**config.mk**
```make
export PLATFORM = sky130hd
export DESIGN_NAME = ycconf_streamer
export DESIGN_NICKNAME = d
export VERILOG_FILES = /design/src/rtl/morphle_pkg.sv /design/src/rtl/ycconf_tick.sv /design/src/rtl/ycconf_streamer.sv
export SDC_FILE = /design/constraint.sdc
export NUM_CORES = 1
export LEC_CHECK = 0
export BUFFER_PORTS_ARGS = -buffer_cell sky130_fd_sc_hd__buf_2
export CORE_MARGIN = 3
export CORE_UTILIZATION = 41
export DETAILED_ROUTE_END_ITERATION = 16
export RECOVER_POWER = 100
export SYNTH_ARGS = -nofsm -noshare
export SYNTH_HDL_FRONTEND = slang
export SYNTH_SLANG_ARGS = --single-unit
```
**constraint.sdc**
```tcl
create_clock -name clk -period 1.81 [get_ports clk]
set_input_delay 0.181 -clock clk [delete_from_list [all_inputs] [get_ports clk]]
set_output_delay 0.181 -clock clk [all_outputs]
set_load 0.005 [all_outputs]
```
**src/rtl/morphle_pkg.sv**
```systemverilog
// Shared definitions for the Morphle Logic configuration chain: cell codes and
// the streamer phase enum.
package morphle_pkg;

  localparam logic [2:0] CFG_SPACE = 3'b000;
  localparam logic [2:0] CFG_PLUS  = 3'b001;
  localparam logic [2:0] CFG_MINUS = 3'b010;
  localparam logic [2:0] CFG_BAR   = 3'b011;
  localparam logic [2:0] CFG_ONE   = 3'b100;
  localparam logic [2:0] CFG_ZERO  = 3'b101;
  localparam logic [2:0] CFG_Y     = 3'b110;
  localparam logic [2:0] CFG_N     = 3'b111;

  typedef enum logic [1:0] {
    StIdle,
    StSetup,
    StHigh,
    StLow
  } state_e;

endpackage

```
**src/rtl/ycconf_tick.sv**
```systemverilog
// Phase timer: reloads ClkDiv-1 when a phase starts and flags the last cycle
// of the phase when the count reaches zero.
module ycconf_tick #(
  parameter int unsigned ClkDiv = 2
) (
  input  logic clk_i,
  input  logic reset_i,
  input  logic start_i,
  output logic phase_done_o
);

  logic [7:0] cnt_q, cnt_d;

  always_comb begin
    cnt_d = cnt_q;
    if (start_i) begin
      cnt_d = 8'(ClkDiv - 1);
    end else if (cnt_q != 8'd0) begin
      cnt_d = cnt_q - 8'd1;
    end
  end

  always_ff @(posedge clk_i) begin
    if (reset_i) begin
      cnt_q <= '0;
    end else begin
      cnt_q <= cnt_d;
    end
  end

  assign phase_done_o = (cnt_q == 8'd0);

endmodule

```
**src/rtl/ycconf_streamer.sv**
```systemverilog
// Serializes 3-bit cell codes MSB first into the configuration chain while
// reassembling the codes that fall out of the far end.
module ycconf_streamer
  import morphle_pkg::*;
#(
  parameter int unsigned CLKDIV = 2,
  parameter int unsigned NCELLS = 16
) (
  input  logic       clk,
  input  logic       reset,
  input  logic       in_valid,
  input  logic [2:0] in_code,
  output logic       in_ready,
  output logic       confclk,
  output logic       cbitin,
  input  logic       cbitout,
  output logic       out_valid,
  output logic [2:0] out_code,
  output logic       busy,
  output logic       loaded
);

  localparam int unsigned CntW = $clog2(NCELLS + 1);
  localparam logic [CntW-1:0] CntMax = CntW'(NCELLS);

  state_e state_q, state_d;
  logic [2:0] sreg_q, sreg_d, rreg_q, rreg_d;
  logic [1:0] bit_q, bit_d;
  logic       cbit_q, cbit_d, conf_q, conf_d;
  logic [CntW-1:0] cnt_q, cnt_d;
  logic       phase_done, tick_start, last_bit;

  assign last_bit   = (bit_q == 2'd0);
  // Every phase boundary, and the handshake itself, restarts the timer.
  assign tick_start = (state_q == StIdle) ? in_valid : phase_done;

  ycconf_tick #(
    .ClkDiv(CLKDIV)
  ) u_tick (
    .clk_i       (clk),
    .reset_i     (reset),
    .start_i     (tick_start),
    .phase_done_o(phase_done)
  );

  always_ff @(posedge clk) begin
    if (reset) begin
      state_q <= StIdle;
    end else begin
      state_q <= state_d;
    end
  end

  always_comb begin
    state_d = state_q;
    unique case (state_q)
      StIdle:  if (in_valid) state_d = StSetup;
      StSetup: if (phase_done) state_d = StHigh;
      StHigh:  if (phase_done) state_d = StLow;
      StLow:   if (phase_done) state_d = last_bit ? StIdle : StSetup;
      default: state_d = StIdle;
    endcase
  end

  always_comb begin
    in_ready  = (state_q == StIdle);
    busy      = (state_q != StIdle);
    out_valid = (state_q == StLow) && phase_done && last_bit;
    out_code  = rreg_q;
    confclk   = conf_q;
    cbitin    = cbit_q;
    loaded    = (cnt_q == CntMax);
  end

  // cbitin only moves on SETUP entry so it is stable across the whole pulse.
  always_comb begin
    sreg_d = sreg_q;
    rreg_d = rreg_q;
    bit_d  = bit_q;
    cbit_d = cbit_q;
    cnt_d  = cnt_q;
    conf_d = (state_d == StHigh);
    if (state_q == StIdle && in_valid) begin
      sreg_d = in_code;
      bit_d  = 2'd2;
      cbit_d = in_code[2];
    end
    if (state_q == StSetup && phase_done) begin
      rreg_d[bit_q] = cbitout;
    end
    if (state_q == StLow && phase_done && !last_bit) begin
      bit_d  = bit_q - 2'd1;
      cbit_d = sreg_q[bit_q - 2'd1];
    end
    if (out_valid && cnt_q != CntMax) begin
      cnt_d = cnt_q + CntW'(1);
    end
  end

  always_ff @(posedge clk) begin
    if (reset) begin
      sreg_q <= '0;
      rreg_q <= '0;
      bit_q  <= '0;
      cbit_q <= 1'b0;
      conf_q <= 1'b0;
      cnt_q  <= '0;
    end else begin
      sreg_q <= sreg_d;
      rreg_q <= rreg_d;
      bit_q  <= bit_d;
      cbit_q <= cbit_d;
      conf_q <= conf_d;
      cnt_q  <= cnt_d;
    end
  end

endmodule

```
==> key figures <==
Timing
  • Setup Skew: 0.01788 ns
  • Setup violators final: 6
  • Hold Fails Final Rpt: 0
  • Max-slew violations: 0
  • Setup ws final: -0.1367 ns
  • Least-Margin Pin Slew: 0.5026 ns
  • Period utilization: 107.6%
  • Setup TNS: -0.5212 ns
  • Crit path time final: 1.947 ns
  • RSZ-0062 raised after global routing: true
  • Rel. slew slack: 66.01%
  • Fmax: 513.7 MHz

Synth
  • Synth unique cells: 31
  • FF+latch count, synth: 25
  • Mapped Cells: around 140
  • Top-area cell type share of the netlist area: 42.06%
  • Synth top area cells: dfxtp_1 (42%), ha_1 (6.3%), xnor2_1 (5.2%)
  • Mapped Nets: 149
  • Post-Syn Area: 1190 µm²
  • Number of synthesized flops with an enable pin: 0
  • Share of flip-flops with an asynchronous set or reset: 0%
  • Post-synth top area cell: dfxtp_1
  • Synthesis Warnings: 0
  • Avg Inst Size Synth: 8.749 µm²
  • Synth Flop Type: dfxtp_1
  • Register area share after synthesis: 42.06%

Place
  • Final HPWL DP: 1.871 mm
  • DP Area: 1389 µm²
  • RD Place Congestion: between 0.7 and 0.8
  • Dpl ws: -0.1177 ns
  • Port Buffer Count: 15

Global route
  • First-pass GRT wire length: 4.353 mm
  • Pin count of the biggest net entering global routing: 21
  • Initial antenna violation count: 0
  • Total global-route track usage: between 10% and 20%
  • Vias in the first global route: 978
  • Grt ovf: 0

Routing
  • TritonRoute pass-1 iters: 4
  • Wirelength per Cell: 13.38 µm
  • DR vias: 1048
  • Routed WL: 2.595 mm
  • DRT antenna net count: 0
  • Vias per cell: 5.402
  • Post-route DRC: 0
  • Initial DRC count: 23

Final layout
  • Layout cells sized above 1: approximately a quarter
  • Filler instances: around 250
  • Highest-count cells in the layout ignoring fill and taps: dfxtp_1 (23), nor2_1 (16), buf_4 (13)
  • Most common cell after layout, fill and taps aside: dfxtp_1
  • Area taken by multi-input logic gates: 695.7 µm²
  • Sequential Area: 503.0 µm²
  • Design area: 1475 µm²
  • ANT cells: 0
  • # nets final: 178
  • Layout area overhead: 23.97%

Critical path
  • Worst Path Required: 2.07 ns
  • Kind of critical path: reg2reg
  • Startpoint Class: register
  • CP Max Fanout: 4
  • Worst Path Arrival: approximately 2.2 ns
  • Crit. End Element: register

CTS
  • # H-tree levels: 1
  • Root buf cell: clkbuf_4
  • CTS tree: done
  • # clock sinks: 25
  • Clk slew on worst S/H paths: 0.15 ns
  • Clk_lat worst skew: 0.33 ns
  • TritonCTS buffer count: 3
  • Clock tree buffer depth: 2

Die
  • Die span in y: 59.87 µm
  • Num ports: 16
  • Die ar.: 3584 µm²
  • CORE AREA: 2613 µm²
  • Initial Utilization: 45.55%
  • Core Rows: 18
  • Die W: roughly 60 µm

Power
  • Power density over the cells: about 1300 nW/µm²
  • Pleak: 0.5752 nW
  • Maximum vdd drop: approximately 1000 µV

Run status
  • Status: complete, but fails checks
  • Failing checks: setup timing

Job
  • Max-Cap Viols: 0

Worst hold path
  • Hold Crit Class: in2reg
per-layer routing:
layer / vias to the layer above / part of all wire (%) / GRT usage, %
met2: 14 / 47 / 25.31
met5: - / 0 / 0
met3: 4 / 3.3 / 4.752
met4: 0 / 1.0 / 4.747
met1: 493 / 48 / 20.82
li1: 537 / - / -
final timing paths:
| path | startpoint | endpoint | slack (ns) | depth (start not counted) |
|---|---|---|---|---|
| max | u_tick.cnt_q[7] | cnt_q[2] | -0.14 | 4 |
| max reg2reg | u_tick.cnt_q[7] | cnt_q[2] | -0.14 | 4 |
| min | in_code[1] | sreg_q[1] | 0.09 | 3 |
| min reg2reg | sreg_q[2] | sreg_q[2] | 0.46 | 2 |
synth_stat cells (all sizes together) (4+ instances only):
master,n
inv,10
nand3,7
mux2i,5
dfxtp,25
xnor2,7
clkbuf,4
nand2,9
a311oi,4
or4,5
nor4,6
ha,6
a21oi,10
nor2,16
what timing repair did:
item | CTS | global route
setup endpoints to repair | 7 | 10
setup buffers | 0 | 0
resized for setup | 5 | 10
hold buffers | 0 | 0
gates cloned | 0 | 0
where the power goes:
part           internal, W  leakage [nW]  switching [W]
registers         0.000653         0.205      0.0000793
clock network    0.0000846        0.0139       0.000171
logic             0.000404         0.356       0.000490
logic make-up (layout without fill, tap and decap cells):
logic type               Yosys count  count (layout)  synth area share (%)
adder cells (fa/ha/maj)            6               6                 6.309
buffers and inverters             15              43                 4.837
multiplexers                       5               5                 4.206
AO/OA/AOI/OAI                     20              20                 10.83
AND/OR/NAND/NOR                   57              57                 25.87
XOR/XNOR                           8               8                 5.889
flip-flops                        25              25                 42.06
critical path: stages (launching register included):
cell	delay, ns
dfxtp_2	0.35
or4_4	0.55
or4_4	0.53
or3_4	0.34
a21oi_2	0.11
sequential cells by signal (all words and copies together) (netlist names):
name and flops:
state_q 2, sreg_q 3, confclk 1, cnt_q 5, u_tick.cnt_q 8, out_code 3
cbitin 1, bit_q 2
per-stage QoR:
stage | utilization (%) | instances | hold slack [ns] | total power (W)
4_1_cts | 55.41 | 194 | 0.08403 | 0.001878
2_1_floorplan | - | 136 | 0.3249 | 0.001287
3_3_place_gp | 53.16 | 190 | 0.4406 | 0.001560
3_5_place_dp | 53.16 | 190 | 0.4514 | 0.001588
5_1_grt | 56.47 | 194 | 0.06960 | 0.002031
6_report | 56.47 | 194 | 0.08797 | 0.001882
cell type report:
type	instances	share of cell area (%)
clock buffer	3	1.527
clock inverter	1	0.5089
inverter	10	2.545
multi-input combinational	96	47.16
sequential	25	34.10
tap	30	2.545
timing repair buffer	29	11.62
(Power assumes the default switching activity.)
